==> src/rtl/noc_out_arbiter.sv <==
// Packet-granular round-robin arbiter for one NoC router output port.
// It grants one input FIFO per packet, drains exactly PACKET_LEN flits from it,
// and forwards them one cycle later to the downstream FIFO write side.
module noc_out_arbiter #(
  parameter int unsigned N_REQ      = 4,
  parameter int unsigned DATA_WIDTH = 8,
  parameter int unsigned PACKET_LEN = 4
) (
  input  logic                        clk,
  input  logic                        reset,
  input  logic [N_REQ-1:0]            req,
  input  logic [N_REQ*DATA_WIDTH-1:0] in_data,
  output logic [N_REQ-1:0]            rd_en,
  input  logic                        down_ordy,
  output logic [DATA_WIDTH-1:0]       out_data,
  output logic                        out_wr_en,
  output logic [N_REQ-1:0]            grant,
  output logic                        busy,
  output logic [15:0]                 pkt_count
);

  localparam int unsigned PW = (N_REQ > 1) ? $clog2(N_REQ) : 1;
  localparam int unsigned CW = (PACKET_LEN > 1) ? $clog2(PACKET_LEN + 1) : 1;

  localparam logic [CW-1:0]    LastCnt = CW'(PACKET_LEN - 1);
  // Pointer resets to the last requester so requester 0 wins the first arbitration.
  localparam logic [PW-1:0]    PtrRst  = PW'(N_REQ - 1);
  localparam logic [N_REQ-1:0] OneHot0 = {{(N_REQ - 1){1'b0}}, 1'b1};

  typedef enum logic [0:0] {StIdle, StXfer} state_e;

  state_e                  r_state, w_state_d;
  logic [N_REQ-1:0]        r_grant, w_grant_d;
  logic [PW-1:0]           r_ptr, w_ptr_d;
  logic [CW-1:0]           r_cnt, w_cnt_d;
  logic [DATA_WIDTH-1:0]   r_out_data, w_out_data_d;
  logic                    r_out_wr_en, w_out_wr_en_d;
  logic [15:0]             r_pkt_count, w_pkt_count_d;

  logic                    w_found;
  logic [PW-1:0]           w_winner;
  logic [PW-1:0]           w_idx;
  logic [N_REQ-1:0]        w_ptr_onehot;
  logic [N_REQ-1:0]        w_win_onehot;
  logic [DATA_WIDTH-1:0]   w_sel_data;
  logic                    w_last_flit;

  // Round-robin search: first requester after the last winner, wrapping around.
  always_comb begin
    w_found  = 1'b0;
    w_winner = '0;
    w_idx    = '0;
    for (int k = 1; k <= int'(N_REQ); k++) begin
      w_idx = PW'((int'(r_ptr) + k) % int'(N_REQ));
      if (!w_found && req[w_idx]) begin
        w_found  = 1'b1;
        w_winner = w_idx;
      end
    end
  end

  // Decode helpers: owner one-hot, winner one-hot, head flit of the owner.
  always_comb begin
    w_ptr_onehot = OneHot0 << r_ptr;
    w_win_onehot = OneHot0 << w_winner;
    w_sel_data   = in_data[int'(r_ptr) * int'(DATA_WIDTH) +: DATA_WIDTH];
    w_last_flit  = (r_cnt == LastCnt);
  end

  // Next-state and datapath next values; defaults hold state, write strobe idles low.
  always_comb begin
    w_state_d     = r_state;
    w_grant_d     = r_grant;
    w_ptr_d       = r_ptr;
    w_cnt_d       = r_cnt;
    w_out_data_d  = r_out_data;
    w_out_wr_en_d = 1'b0;
    w_pkt_count_d = r_pkt_count;
    unique case (r_state)
      StIdle: begin
        // A packet starts only when the downstream FIFO can absorb all of it.
        if (down_ordy && w_found) begin
          w_state_d = StXfer;
          w_grant_d = w_win_onehot;
          w_ptr_d   = w_winner;
          w_cnt_d   = '0;
        end
      end
      StXfer: begin
        // req and down_ordy are deliberately ignored; the packet always completes.
        w_out_data_d  = w_sel_data;
        w_out_wr_en_d = 1'b1;
        w_cnt_d       = r_cnt + CW'(1);
        if (w_last_flit) begin
          w_state_d     = StIdle;
          w_grant_d     = '0;
          w_pkt_count_d = r_pkt_count + 16'd1;
        end
      end
      default: begin
        w_state_d = StIdle;
        w_grant_d = '0;
      end
    endcase
  end

  // State register; reset abandons any packet in flight.
  always_ff @(posedge clk) begin
    if (reset) begin
      r_state <= StIdle;
    end else begin
      r_state <= w_state_d;
    end
  end

  // Arbitration and output datapath registers.
  always_ff @(posedge clk) begin
    if (reset) begin
      r_grant     <= '0;
      r_ptr       <= PtrRst;
      r_cnt       <= '0;
      r_out_data  <= '0;
      r_out_wr_en <= 1'b0;
      r_pkt_count <= '0;
    end else begin
      r_grant     <= w_grant_d;
      r_ptr       <= w_ptr_d;
      r_cnt       <= w_cnt_d;
      r_out_data  <= w_out_data_d;
      r_out_wr_en <= w_out_wr_en_d;
      r_pkt_count <= w_pkt_count_d;
    end
  end

  // Pop strobe is a pure function of state so the FIFO sees it in the first XFER cycle.
  always_comb begin
    busy      = (r_state == StXfer);
    rd_en     = busy ? w_ptr_onehot : '0;
    grant     = r_grant;
    out_data  = r_out_data;
    out_wr_en = r_out_wr_en;
    pkt_count = r_pkt_count;
  end

  // Structural invariants of the grant/pop relationship.
  a_grant_onehot0 : assert property (@(posedge clk) disable iff (reset) $onehot0(r_grant));
  a_rd_matches_grant : assert property (@(posedge clk) disable iff (reset)
    busy |-> (rd_en == r_grant));
  a_idle_no_rd : assert property (@(posedge clk) disable iff (reset) !busy |-> (rd_en == '0));

endmodule

==> config.mk <==
export PLATFORM = sky130hd
export DESIGN_NAME = noc_out_arbiter
export DESIGN_NICKNAME = d
export VERILOG_FILES = /design/src/rtl/noc_out_arbiter.sv
export SDC_FILE = /design/constraint.sdc
export NUM_CORES = 1
export LEC_CHECK = 0
export BUFFER_PORTS_ARGS = -buffer_cell sky130_fd_sc_hd__buf_2
export CORE_ASPECT_RATIO = 0.6
export CORE_MARGIN = 2
export CORE_UTILIZATION = 53
export DETAILED_ROUTE_END_ITERATION = 10
export GPL_TIMING_DRIVEN = 1
export PLACE_DENSITY = 0.94
export RECOVER_POWER = 100
export SYNTH_ARGS = -nofsm -noshare
export SYNTH_HDL_FRONTEND = slang
export SYNTH_SLANG_ARGS = --single-unit
==> constraint.sdc <==
create_clock -name clk -period 7.1 [get_ports clk]
set_input_delay 0 -clock clk [delete_from_list [all_inputs] [get_ports clk]]
set_output_delay 0 -clock clk [all_outputs]
set_load 0.02 [all_outputs]
# After elaboration in Yosys (flattened, before gate mapping)
# Cells that the tools add are included.
# word_totals
reg_bits	35
input_bits	39
output_inout_bits	34
elab_cells	60
# classes
n_addsub	6
n_lt_le_gt_ge	4
eq_ne	3
n_shift	3
mux	26
n_bitwise	1
n_reduce_logical	10
# ops
cell	n
variable part select 32 x 6 -> 8 bit	1
adder 16 x 1 -> 16 bit, second input constant	1
< comparator 2 x 3 -> 1 bit, second input constant	4
2-to-1 mux 4 bit	3
2-to-1 mux 1 bit	11
binary-select mux 1 bit (select 2 bit)	4
2-to-1 mux 2 bit	4
one-hot mux 4 bit (2 select lines)	1
<< shifter 1 x 2 -> 4 bit, first input constant	2
one-hot mux 3 bit (2 select lines)	1
AND reduction 2 bit	3
adder 2 x 1 -> 2 bit, second input constant	2
adder 2 bit, second input constant	2
logical AND 1 bit	4
adder 3 x 1 -> 3 bit, second input constant	1
equality test 3 x 2 -> 1 bit, second input constant	1
logical NOT 1 bit	3
2-to-1 mux 3 bit	1
!= test 2 x 1 -> 1 bit, second input constant	1
!= test 2 bit, second input constant	1
one-hot mux 1 bit (2 select lines)	1
inverter 1 bit	1

# Longest topological paths before layout
# Gate-level depths: netlist of run 1.
# logic_depth
depth_word	16
ltp_mapped	9
mapped_depth_nobuf	7

# Worst setup path after synthesis of run 1
# OpenSTA, ideal clock, no wires.
# synth_path
path_kind	register to register
from	register r_ptr[0]
to	register r_grant[0], in the netlist grant[0]
setup_time_ns	0.061
arrival_time_ns	2.615
required_ns	7.039
slack_ns	4.425
stages_incl_launch_ff	10
synth_period_minus_slack_ns	2.675
cell_sequence	dfxtp_1 > buf_2 > inv_1 > ha_1 > buf_1 > mux4_2 > or2_4 > a221o_1 > a32oi_2 > a32o_1
# synth_between
elab_chain_len	16
word_cells_on_any_way	32
# synth_lines
element	line	text
start, declared	34	logic [PW-1:0] r_ptr, w_ptr_d;
start signal, assigned	120	r_ptr <= PtrRst;
start signal, assigned	127	r_ptr <= w_ptr_d;
adder 2 x 1 -> 2 bit	54	w_idx = PW'((int'(r_ptr) + k) % int'(N_REQ));
binary-select mux 1 bit (select 2 bit)	55	if (!w_found && req[w_idx]) begin
2-to-1 mux 1 bit (not written as such)	55	
2-to-1 mux 1 bit	55	
logical NOT 1 bit	55	
logical AND 1 bit	55	
2-to-1 mux 1 bit	55	
logical NOT 1 bit	55	
logical AND 1 bit	55	
2-to-1 mux 1 bit	55	
logical NOT 1 bit	55	
logical AND 1 bit	55	
2-to-1 mux 2 bit or 2-to-1 mux 1 bit (tied branches)	55	
<< shifter 1 x 2 -> 4 bit or logical AND 1 bit (tied branches)	65, 82	
2-to-1 mux 4 bit or != test 2 bit (tied branches)	-	
one-hot mux 4 bit (2 select lines) or AND reduction 2 bit (tied branches)	-	
end signal, assigned	126	r_grant <= w_grant_d;
end, declared	33	logic [N_REQ-1:0] r_grant, w_grant_d;
# Parallel ways exist; a longest one is shown, timed or not. The select of a mux whose other input is x is not followed.
# A chain may end at the register's enable or synchronous reset.

# Worst setup path after layout of run 1
# layout_path
from	register r_ptr[0]
to	register r_grant[1], in the netlist grant[1]
# Same word-level chain as after synthesis.

==> results by group, run 1 <==
Run status
  • Run status: complete, no violations

Timing
  • Post-layout min period: 3.46 ns
  • Fin. Hold Viols: 0
  • Setup TNS: 0 ns
  • Setup violations, final: 0
  • Worst-margin pin slew: 1.29 ns
  • WHS: 0.166 ns
  • Relative slew slack: 0.138
  • Final-report max-slew violation count: 0
  • Tcrit/Tclk final: 0.488
  • Final Skew: 0.00332 ns
  • Max Freq: 0.289 GHz
  • RSZ-0062 raised after global routing: no

Worst setup path
  • Delay-heaviest family, CP: buffers and inverters
  • Kind of critical path: flop to flop
  • Slowest stage delay, CP: 0.96 ns
  • CP max FO: 22
  • FF-to-FF End: grant[1]$_SDFFE_PP0P_
  • Startpoint Class: flop
  • CP max-delay cell: clkbuf_1
  • CP endpoint kind: flop
  • Reg2reg setup slack: 3.64 ns
  • CP cell instances: clkbuf_1, mux4_2, or2_0, o31ai_1, nor3_1, a32o_1
  • Crit path DAT: 3.65 ns
  • CP Buf/Inv Count: 1
  • R2R depth: 6
  • Worst R2R Start: r_ptr[0]$_SDFFE_PP1P_
  • CP required: 7.28 ns

Die
  • Row cnt: 16
  • Die width: 82.1 um
  • Die area: 4180 um2
  • Core Region: 3380 um2
  • Starting Density: 0.574
  • Die Y-Extent: 50.9 um
  • Io pins: 73

Logic synthesis
  • Synth warnings: 0
  • Area leader, netlist: dfxtp_1
  • Most frequent cell after synthesis: dfxtp_1
  • Synth area leaders: dfxtp_1 (36%), mux4_2 (14%), mux2i_1 (5.2%)
  • Top cells by count, synth: dfxtp_1 (35), nor2_1 (21), mux4_2 (12)
  • Cell Area, Synth: 1940 um2
  • Syn_nets: 243
  • Register bit total from synthesis: 35
  • Top_reg_cell synth: dfxtp_1
  • Ys async rst share: 0
  • Synthesized instance count: 197
  • Yosys cell types: 40
  • Synthesized area per cell: 9.86 um2
  • Synth top area share: 0.361
  • Post-synth EDFFs: 0
  • Seq/Total Area, Yosys: 0.361

GRT
  • Largest net degree at the start of global routing: 34
  • Total GRT Usage: 0.241
  • Vias in the first global route: 1649
  • GR Layer Usage met3: 0.0742
  • Met1 usage: 0.320
  • Global routing's busiest layer: met2
  • GR Util met2: 0.377
  • First-pass GRT wire length: 7.49 mm
  • Total gr overflow: 0
  • Initial antenna violation count: 0

Clock network
  • Root buf cell: clkbuf_8
  • CTS Buf Count: 5
  • Setup Fix Bufs, Post-CTS: 0
  • Skew-Pair Late Insertion Delay: 0.29 ns
  • H-tree levels: 2
  • # hold bufs at CTS: 0
  • Clock Path Buffers: 2
  • CTS tree: built
  • Resize count post-CTS: 0
  • Worst-path clk slew: 0.07 ns
  • CTS Sinks: 35

Placed design
  • GPL Wtd Cong: 0.845
  • DP HPWL: 3.41 mm
  • IO buf count: 72

Detailed routing
  • Total routed wirelength: 4.61 mm
  • Post-detailed-route wirelength per cell: 14.9 um
  • Routed Antenna Nets: 0
  • Vias per std cell: 5.68
  • Pre-Repair DR Iteration Count: 4
  • DR iter-0 viols: 157
  • Remaining DRCs: 0
  • Vias: 1761

Min path
  • Hold endpoint: out_data[4]$_SDFFE_PP0P_
  • Hold WC Path Type: input pin to flop
  • Worst Hold Path Cells: 4
  • Hold wc startpoint: in_data[28]

Power
  • Power Density: 228 nW/um2
  • Peak VDD IR: 0.000123 V
  • Leakage power: 0.906 nW

Layout
  • Layout cells sized above 1: 0.230
  • Filler Cells Inserted: 281
  • Final net count: 311
  • Synth-to-Final Area Change: 19.9%
  • Ant. Diodes: 0

Flow run
  • Max-cap check violation count: 0
[where the power goes]
| part | total, W | switching [W] | internal [W] |
|---|---|---|---|
| Clock | 0.000146 | 0.0000703 | 0.0000761 |
| Combinational | 0.000156 | 0.0000835 | 0.0000722 |
| Sequential | 0.000228 | 0.0000183 | 0.000210 |
[how the worst max path moves through the flow]
stage                          startpoint                    end  cells past startpoint
finish              r_ptr[0]$_SDFFE_PP1P_  grant[1]$_SDFFE_PP0P_                      6
global route        r_ptr[0]$_SDFFE_PP1P_  grant[0]$_SDFFE_PP0P_                      6
CTS                 r_ptr[1]$_SDFFE_PP1P_  grant[0]$_SDFFE_PP0P_                      7
detailed placement  r_ptr[1]$_SDFFE_PP1P_  grant[0]$_SDFFE_PP0P_                      7
global placement    r_ptr[1]$_SDFFE_PP1P_  grant[0]$_SDFFE_PP0P_                      7
floorplan           r_ptr[0]$_SDFFE_PP1P_  grant[0]$_SDFFE_PP0P_                      9
[metal layers]
| layer | vias to the layer above | share of wire |
|---|---|---|
| met2 | 94 | 0.47 |
| met1 | 810 | 0.44 |
| met5 | - | 0 |
| li1 | 851 | - |
| met3 | 6 | 0.089 |
| met4 | 0 | 0.0074 |
[cells by family after synthesis]
logic type,count (synthesis),share of synthesized area
xor gates and xnor gates,10,0.0451
muxes,23,0.197
AOI/OAI and AO/OA,32,0.119
buffers and inverters,20,0.0412
DFF,35,0.361
and+or+nand+nor,70,0.192
adders and majority gates,7,0.0451
[state kept, by name, indices dropped and copies added, names as in the netlist]
register and count:
grant 4, r_cnt 3, out_wr_en 1, pkt_count 16, busy 1, out_data 8
r_ptr 2
[final cells by class]
cell class                      count  area (um2)  share of cell area
Inverter                            8        30.0              0.0129
Tap cell                           45        56.3              0.0242
Clock buffer                        6        82.6              0.0355
Clock inverter                      1        5.00             0.00215
Sequential cell                    35         701               0.301
Multi-Input combinational cell    142        1130               0.486
Timing Repair Buffer               73         323               0.139
[layout by cell type (no fill, tap or decap), drive strengths merged, types with 6 or more instances in the layout]
master	synthesis	final
dfxtp	35	35
mux4	12	12
mux2i	10	10
nor2	21	21
buf	5	39
inv	8	8
nand2	11	11
o21ai	7	7
a21oi	11	11
ha	7	7
and2	6	6
clkbuf	7	40
or3	6	6
[worst min-delay path: stages]
cell and delay [ns]:
buf_2 0.07, mux4_2 0.21, mux2i_1 0.06, nor2_1 0.07
[stage by stage]
step	cells	total power (W)	setup WS, ns	instance area (um2)	utilization
global route	310	0.000556	3.23	2330	0.688
detailed placement	303	0.000396	4.16	2320	0.685
finish	310	0.000530	3.64	2330	0.688
floorplan	197	0.000353	4.42	1940	-
global placement	303	0.000390	4.26	2320	0.685
CTS	310	0.000540	4.16	2400	0.710
Power figures use the tool's default switching activity.
==> run 2: changes to the inputs <==
--- a/config.mk
+++ b/config.mk
@@ -8,10 +8,10 @@
 export BUFFER_PORTS_ARGS = -buffer_cell sky130_fd_sc_hd__buf_2
 export CORE_ASPECT_RATIO = 0.6
 export CORE_MARGIN = 2
-export CORE_UTILIZATION = 53
+export CORE_UTILIZATION = 44
 export DETAILED_ROUTE_END_ITERATION = 10
 export GPL_TIMING_DRIVEN = 1
-export PLACE_DENSITY = 0.94
+export PLACE_DENSITY = 0.85
 export RECOVER_POWER = 100
 export SYNTH_ARGS = -nofsm -noshare
 export SYNTH_HDL_FRONTEND = slang
==> constraint.sdc (replaced) <==
create_clock -name clk -period 2.9 [get_ports clk]
set_input_delay 0 -clock clk [delete_from_list [all_inputs] [get_ports clk]]
set_output_delay 0 -clock clk [all_outputs]
set_load 0.02 [all_outputs]
==> results by group, run 2 (same netlist as run 1, synthesis figures left out) <==
GRT
  • Vias in the first global route: 1617 (-1.9%)
  • Total GRT Usage: 0.185 (-0.0569)
  • First-pass GRT wire length: 7.52 mm (+0.47%)
  • Initial antenna violation count: 0 (unchanged)
  • Largest net degree at the start of global routing: 34 (unchanged)
  • Total gr overflow: 0 (unchanged)

Timing
  • Fin. Hold Viols: 0 (unchanged)
  • Worst-margin pin slew: 1.21 ns (-0.0828 ns)
  • Tcrit/Tclk final: 0.862 (+0.374)
  • Max Freq: 0.400 GHz (+39%)
  • Post-layout min period: 2.50 ns (-0.964 ns)
  • Final Skew: 0.00514 ns (+0.00182 ns)
  • Setup violations, final: 0 (unchanged)
  • WHS: 0.114 ns (-0.0513 ns)
  • Relative slew slack: 0.193 (+0.0552)
  • Setup slack after layout: 0.400 ns (-3.24 ns)
  • Final-report max-slew violation count: 0 (unchanged)
  • RSZ-0062 raised after global routing: no
  • Setup TNS: 0 ns (unchanged)

Placed design
  • DP Worst Slack: 0.486 ns (-3.67 ns)
  • DP HPWL: 3.35 mm (-1.7%)
  • IO buf count: 72 (unchanged)
  • GPL Wtd Cong: 0.937 (+11%)

Power
  • Power Density: 575 nW/um2 (+150%)
  • Power Total: 0.00139 W (+160%)
  • Leakage power: 0.932 nW (+2.9%)
  • Peak VDD IR: 0.000233 V (+90%)

Clock network
  • CTS Sinks: 35 (unchanged)
  • Worst-path clk slew: 0.07 ns (about the same)
  • Root buf cell: clkbuf_8
  • # hold bufs at CTS: 0 (unchanged)
  • CTS tree: built
  • H-tree levels: 2 (unchanged)
  • Resize count post-CTS: 0 (unchanged)
  • CTS Buf Count: 5 (unchanged)
  • Setup Fix Bufs, Post-CTS: 0 (unchanged)
  • Clock Path Buffers: 2 (unchanged)
  • Skew-Pair Late Insertion Delay: 0.28 ns (about the same)

Flow run
  • Max-cap check violation count: 0 (unchanged)

Layout
  • Ant. Diodes: 0 (unchanged)
  • Max reg flops: 16 (unchanged)
  • Post-layout util: 0.578 (-0.110)
  • Commonest non-fill, non-tap cells in the layout: buf_2 (40), dfxtp_1 (35), clkbuf_1 (33), nor2_1 (21), mux4_2 (12)
  • Filler Cells Inserted: 405 (+44%)
  • Layout cells sized above 1: 0.250 (+0.0198)
  • Seq. cell area: 701 um2 (unchanged)
  • Multi-input logic area: 1150 um2 (+1.9%)
  • Final net count: 313 (+0.64%)
  • Synth-to-Final Area Change: 24.1%
  • Most common cell after layout, fill and taps aside: buf_2

Detailed routing
  • Post-detailed-route wirelength per cell: 13.4 um (-9.9%)
  • DR iter-0 viols: 136 (-13%)
  • Vias: 1722 (-2.2%)
  • Pre-Repair DR Iteration Count: 4 (unchanged)
  • Routed Antenna Nets: 0 (unchanged)
  • Remaining DRCs: 0 (unchanged)
  • Total routed wirelength: 4.39 mm (-4.6%)
  • Vias per std cell: 5.25 (-7.6%)

Die
  • Die width: 89.8 um (+9.3%)
  • Die Y-Extent: 55.5 um (+9.0%)
  • Die area: 4980 um2 (+19%)
  • Starting Density: 0.466 (-0.108)
  • Row cnt: 18 (+2)
  • Core Region: 4170 um2 (+23%)
  • Io pins: 73 (unchanged)

Worst setup path
  • CP required: 3.11 ns (-4.17 ns)
  • Crit path DAT: 2.71 ns (-0.94 ns)
  • Worst R2R Start: r_cnt[0]$_SDFFE_PP0P_
  • CP endpoint kind: flop
  • Worst Setup SP: r_cnt[0]$_SDFFE_PP0P_
  • CP max FO: 9 (-59%)
  • Startpoint Class: flop
  • Kind of critical path: flop to flop

Min path
  • Hold WC Path Type: input pin to flop
  • Hold wc startpoint: down_ordy

Run status
  • Run status: complete, no violations
[run 2: cell types whose count changed in the layout (fill, tap and decap cells not counted), sizes merged]
cell / before / now
clkinv: 1 / 2
buf: 39 / 42
clkbuf: 40 / 38
bufinv: 0 / 1
[run 2: per-stage QoR]
| stage | instance area (um2) | cells |
|---|---|---|
| after floorplan | 1940 | 197 |
| after global placement | 2350 | 320 |
| after detailed placement | 2350 | 320 |
| after CTS | 2460 | 328 |
| after global routing | 2410 | 328 |
| final | 2410 | 328 |
[run 2: cell type report]
type                       instances  share of cell area
multi-input combinational        142               0.478
timing repair buffer              75               0.141
inverter                           8              0.0125
clock inverter                     3              0.0182
sequential                        35               0.291
clock buffer                       5              0.0286
tap                               60              0.0312
[run 2: path summary, 6_finish.rpt]
path | to | slack [ns] | depth (start not counted)
worst max-delay path | pkt_count[15]$_SDFFE_PP0P_ | 0.40 | 7
worst min-delay path | r_ptr[0]$_SDFFE_PP1P_ | 0.11 | 4
worst max register to register | pkt_count[15]$_SDFFE_PP0P_ | 0.40 | 7
worst min register to register | grant[2]$_SDFFE_PP0P_ | 0.45 | 2
[run 2: where the power goes]
group	switching, W	total (W)	internal (W)
Sequential	0.0000154	0.000528	0.000513
Clock	0.000175	0.000430	0.000256
Combinational	0.000239	0.000426	0.000188
[run 2: per-layer routing]
layer / GRT usage / vias to the layer above / wire, um
li1: - / 854 / -
met1: 0.254 / 807 / 2120
met2: 0.289 / 57 / 1950
met3: 0.0532 / 4 / 286
met4: 0.0462 / 0 / 38
met5: 0 / - / 0
[run 2: worst max-delay path, cell delays in order (launching register included)]
cell	delay, ns
dfxtp_1	0.36
ha_1	0.16
ha_1	0.16
and2_0	0.35
nand4_1	0.39
or3_1	0.52
or3_1	0.36
a21oi_1	0.13
